File: src/rtl/fifo_rd_serializer.sv
// Drains a wide clock-crossing FIFO and streams each word out as
// fixed-width beats, LSB beat first, on a valid/ready interface.
module fifo_rd_serializer #(
    parameter int DSIZE  = 140,
    parameter int OSIZE  = 14,
    parameter int RD_LAT = 0
) (
    input  logic             clk_out,
    input  logic             rst_n,
    input  logic             fifo_empty,
    input  logic [DSIZE-1:0] data_from_fifo,
    output logic             fifo_r_enable,
    output logic [OSIZE-1:0] dout,
    output logic             dout_valid,
    input  logic             dout_ready,
    output logic             dout_last,
    output logic             busy,
    output logic [15:0]      word_cnt
);

    localparam int NBEAT = DSIZE / OSIZE;
    localparam int BW    = (NBEAT > 1) ? $clog2(NBEAT) : 1;
    localparam logic [BW-1:0] LAST = BW'(NBEAT - 1);

    typedef enum logic [1:0] {
        IDLE = 2'd0,
        WAIT = 2'd1,
        SEND = 2'd2
    } state_t;

    state_t state, state_n;
    logic [NBEAT-1:0][OSIZE-1:0] word, word_n;
    logic [BW-1:0] beat, beat_n;
    logic [15:0] cnt, cnt_n;
    logic pop;

    always_ff @(posedge clk_out or negedge rst_n) begin
        if (!rst_n) begin
            state <= IDLE;
            word  <= '0;
            beat  <= '0;
            cnt   <= '0;
        end else begin
            state <= state_n;
            word  <= word_n;
            beat  <= beat_n;
            cnt   <= cnt_n;
        end
    end

    always_comb begin
        state_n = state;
        word_n  = word;
        beat_n  = beat;
        cnt_n   = cnt;
        pop     = 1'b0;
        unique case (state)
            IDLE: begin
                if (!fifo_empty) begin
                    pop = 1'b1;
                    if (RD_LAT == 0) begin
                        word_n  = data_from_fifo;
                        beat_n  = '0;
                        state_n = SEND;
                    end else begin
                        state_n = WAIT;
                    end
                end
            end
            WAIT: begin
                word_n  = data_from_fifo;
                beat_n  = '0;
                state_n = SEND;
            end
            SEND: begin
                if (dout_ready) begin
                    if (beat == LAST) begin
                        cnt_n  = cnt + 16'd1;
                        beat_n = '0;
                        // Refill on the closing handshake to avoid a bubble
                        if (!fifo_empty) begin
                            pop = 1'b1;
                            if (RD_LAT == 0) begin
                                word_n = data_from_fifo;
                            end else begin
                                state_n = WAIT;
                            end
                        end else begin
                            state_n = IDLE;
                        end
                    end else begin
                        beat_n = beat + BW'(1);
                    end
                end
            end
            default: state_n = IDLE;
        endcase
    end

    assign fifo_r_enable = pop;
    assign dout_valid    = (state == SEND);
    assign dout          = dout_valid ? word[beat] : '0;
    assign dout_last     = dout_valid && (beat == LAST);
    assign busy          = (state != IDLE);
    assign word_cnt      = cnt;

endmodule

File: config.mk
export PLATFORM = sky130hd
export DESIGN_NAME = fifo_rd_serializer
export DESIGN_NICKNAME = d
export VERILOG_FILES = /design/src/rtl/fifo_rd_serializer.sv
export SDC_FILE = /design/constraint.sdc
export NUM_CORES = 1
export LEC_CHECK = 0
export ABC_AREA = 1
export CORE_ASPECT_RATIO = 0.8
export CORE_MARGIN = 5
export CORE_UTILIZATION = 30
export CTS_CLUSTER_DIAMETER = 100
export DETAILED_ROUTE_END_ITERATION = 7
export GPL_ROUTABILITY_DRIVEN = 0
export GPL_TIMING_DRIVEN = 0
export SLEW_MARGIN = 20
export SYNTH_ARGS = -nofsm -noshare
export SYNTH_HDL_FRONTEND = slang
export SYNTH_SLANG_ARGS = --single-unit
File: constraint.sdc
create_clock -name clk_out -period 1.8 [get_ports clk_out]
set_clock_uncertainty 0.2 [all_clocks]
set_input_delay 0.27 -clock clk_out [delete_from_list [all_inputs] [get_ports clk_out]]
set_output_delay 0.27 -clock clk_out [all_outputs]
set_load 0.005 [all_outputs]
==> impl_metrics.csv <==
group,metric,value,unit
status,outcome,"complete, but fails checks",
status,violations,"negative setup slack",
setup_path,cp_common_cell,"buf_6",
setup_path,reg2reg_slack,-0.41,ns
final_layout,regArea,4040,um^2
clock_tree,cts_tree,"done",
final_layout,fill_cells,2402,
routing,first_iter_violations,619,
place,dp.cells,1601,
power,p_per_area,1420,nW/um^2
setup_path,endpoint_kind,"output pin",
worst_hold_path,hp-class,"input port to asynchronous set/reset pin",
yosys,synth_top_area_share,51.1,%
global_route,grtUsageTotal,20.0,%
yosys,synth.distinct_cells,29,
clock_tree,cts_max_level,4,
timing,slew_viol_final,0,
setup_path,cp_max_fo,8,
timing,rsz0062_at_grt,"true",
place,dp_slack,-1.07,ns
setup_path,crit_path_top_delay_cell,"dfrtp_2",
routing,ant_nets,0,
floorplanning,rows,53,
clock_tree,cts-buffers-inserted,17,
job,cap_violations,0,
yosys,synth-edff-count,0,
yosys,synth.yosys.seq_area_share,51.1,%
yosys,ys_top_cells_by_area,"dfrtp_1, nand2_1, nand3_1, inv_1, o21ai_1",
final_layout,final_nets,1481,
yosys,ys_ff_latch,161,
yosys,ys.flop_type,"dfrtp_1",
timing,fmax,413,MHz
routing,wl,30.0,mm
yosys,synth.most_common_cell,"nand2_1",
yosys,netlist_area,7880,um^2
global_route,grt_pass1_wl,45.4,mm
timing,setup_tns,-56.27,ns
clock_tree,root_buffer,"clkbuf_16",
setup_path,worstReg2RegEnd,"word[75]",
final_layout,areaGrowthSynthToFinish,68.3,%
final_layout,multiInputGateArea,4250,um^2
timing,worst_slack,-0.622,ns
timing,fin_crit,2.42,ns
yosys,async_flop_share,100,%
routing,wl_per_cell,17.6,um
routing,drc,0,
clock_tree,insertion_delay,0.43,ns
setup_path,worstRegToRegCells,13,
power,peakVddDrop,1.02,mV
floorplanning,io_pins,178,
yosys,synth_area_per_cell,7.39,um^2
yosys,synthCells,1066,
global_route,grt_pass1_vias,8003,
power,p_leak,6.51,nW
routing,post_drt_via_cell_ratio,4.70,
timing,holdWs,0.166,ns
setup_path,criticalPathCategory,"flop to output pin",
setup_path,crit_path_start_kind,"flop",
floorplanning,die_area,29600,um^2
yosys,synth_common_cells,"nand2_1, dfrtp_1, inv_1",
final_layout,final_area,13300,um^2
yosys,synth_nets,1211,
final_layout,antennaDiodeCount,0,
place,place.detailed.hpwl,20.4,mm
power,total_power,18.8,mW
floorplanning,start_util,30.2,%
setup_path,rr_startpoint,"beat[0]",
place,dpl-instance-area,10100,um^2
timing,setup_viol,172,
setup_path,crit_path_max_incr_delay,0.44,ns
yosys,yosys_warnings,0,
timing,finalCritPeriodShare,135,%
clock_tree,clk_pin_slew,0.06,ns
setup_path,worst_ep_required_time,1.33,ns
floorplanning,die_y,155,um
routing,dr.pass1.iters,5,
timing,finalHoldViolCount,0,
final_layout,drive_gt1_share,33.2,%
global_route,antenna_found_initial,0,
final_layout,finalNonFillerCells,1706,
floorplanning,core-area,26100,um^2
global_route,grt_max_degree,96,
setup_path,critPathArrivalTime,1.95,ns
clock_tree,clockBufferDepth,2,
yosys,yosys.area.top_type,"dfrtp_1",
setup_path,crit_chain,"clkinv_4 -> buf_6 -> nor2_4 -> nand3_2 -> nand2_2 -> nand3_4 -> inv_4 -> buf_12 -> buf_8 -> buf_6",
timing,tightest_slew,0.564,ns
final_layout,final_util,50.9,%
clock_tree,numClockSinks,161,
place,port_buffers,177,
floorplanning,die_width,191,um
timing,max_slew_margin,62.4,%
global_route,gr-total-overflow,0,
routing,num_vias,8023,
==> layer usage <==
layer | wire [um] | track usage, % | vias to the layer above
met4 | 714 | 5.88 | 0
li1 | - | - | 3853
met5 | 0 | 0 | -
met1 | 13800 | 28.4 | 3803
met3 | 2150 | 4.69 | 47
met2 | 13400 | 30.4 | 320
==> worst max-delay path, delay by kind of cell, from the launching register on <==
| kind | cells | cell delay, ns |
|---|---|---|
| buf+inv | 6 | 0.69 |
| flops | 1 | 0.44 |
| simple gates | 4 | 0.38 |
==> registers in the layout (all words and copies together), names as in the netlist <==
name and cells:
state 1, beat 4, word 140, word_cnt 16
==> kinds of logic (layout without fill, tap and decap cells) <==
logic type | after synthesis | after routing | share of synthesized area, %
fa+ha+maj | 1 | 1 | 0.159
compound gates | 90 | 90 | 6.07
xor+xnor | 8 | 8 | 0.889
simple gates | 671 | 671 | 34.0
buf+inv | 135 | 418 | 7.70
flops | 161 | 161 | 51.1
==> where the power goes <==
group | switching (mW) | internal [mW]
Combinational | 4.91 | 3.80
Clock | 1.56 | 2.37
Sequential | 0.873 | 5.31
==> cells in the final DEF (no fill, tap or decap), types with 4 or more instances in the layout <==
cell             Yosys  final
inv_1               70     68
a21oi_2              0     14
buf_4               12     38
xor2_1               4      4
buf_6                5     20
buf_16               0     17
buf_2               14     17
clkbuf_16            0     27
o21ai_0             21      6
clkbuf_8             0      4
nor2_1              44     29
nand2_1            537    387
nand3_1             66     27
bufinv_16            0      4
dfrtp_2              0      5
o21ai_1             40     28
buf_8                0     23
nand2_2              1    119
dlygate4sd2_1        0      4
clkdlybuf4s50_1      0    155
dfrtp_1            161    156
nand3b_1             9      9
nand2_4              0     32
nand3_2              2     39
clkbuf_2             0      5
nor2_4               0      7
clkbuf_4             0      6
nor2_2               2     10
o211ai_1            11     11
o21ai_2              0     27
clkinv_4             0      4
buf_12               0     10
==> cell type report <==
cell class                      count  share of cell area [%]
Clock buffer                       20                    3.37
Sequential cell                   161                    30.4
Timing Repair Buffer              253                    21.3
Buffer                             57                    5.72
Multi-Input combinational cell    770                    32.1
Inverter                           76                    2.40
Clock inverter                     12                    1.38
Tap cell                          357                    3.37
==> how the worst max path moves through the flow <==
| stage | from | endpoint | slack [ns] |
|---|---|---|---|
| final | beat[0] | fifo_r_enable | -0.62 |
| after global routing | beat[0] | fifo_r_enable | -0.72 |
| after CTS | beat[0] | dout[3] | -0.62 |
| after detailed placement | beat[0] | dout[9] | -1.07 |
| after global placement | rst_n | word[58] | -6.53 |
| after floorplan | beat[1] | dout[10] | 0.03 |
==> timing repair <==
item,CTS,global route
cloned,17,5
resized for setup,476,103
buffers inserted,45,15
hold endpoints to repair,66,0
hold buffers,1,0
pin swaps,65,24
endpoints found under the setup margin,189,184
(Power assumes the default switching activity.)
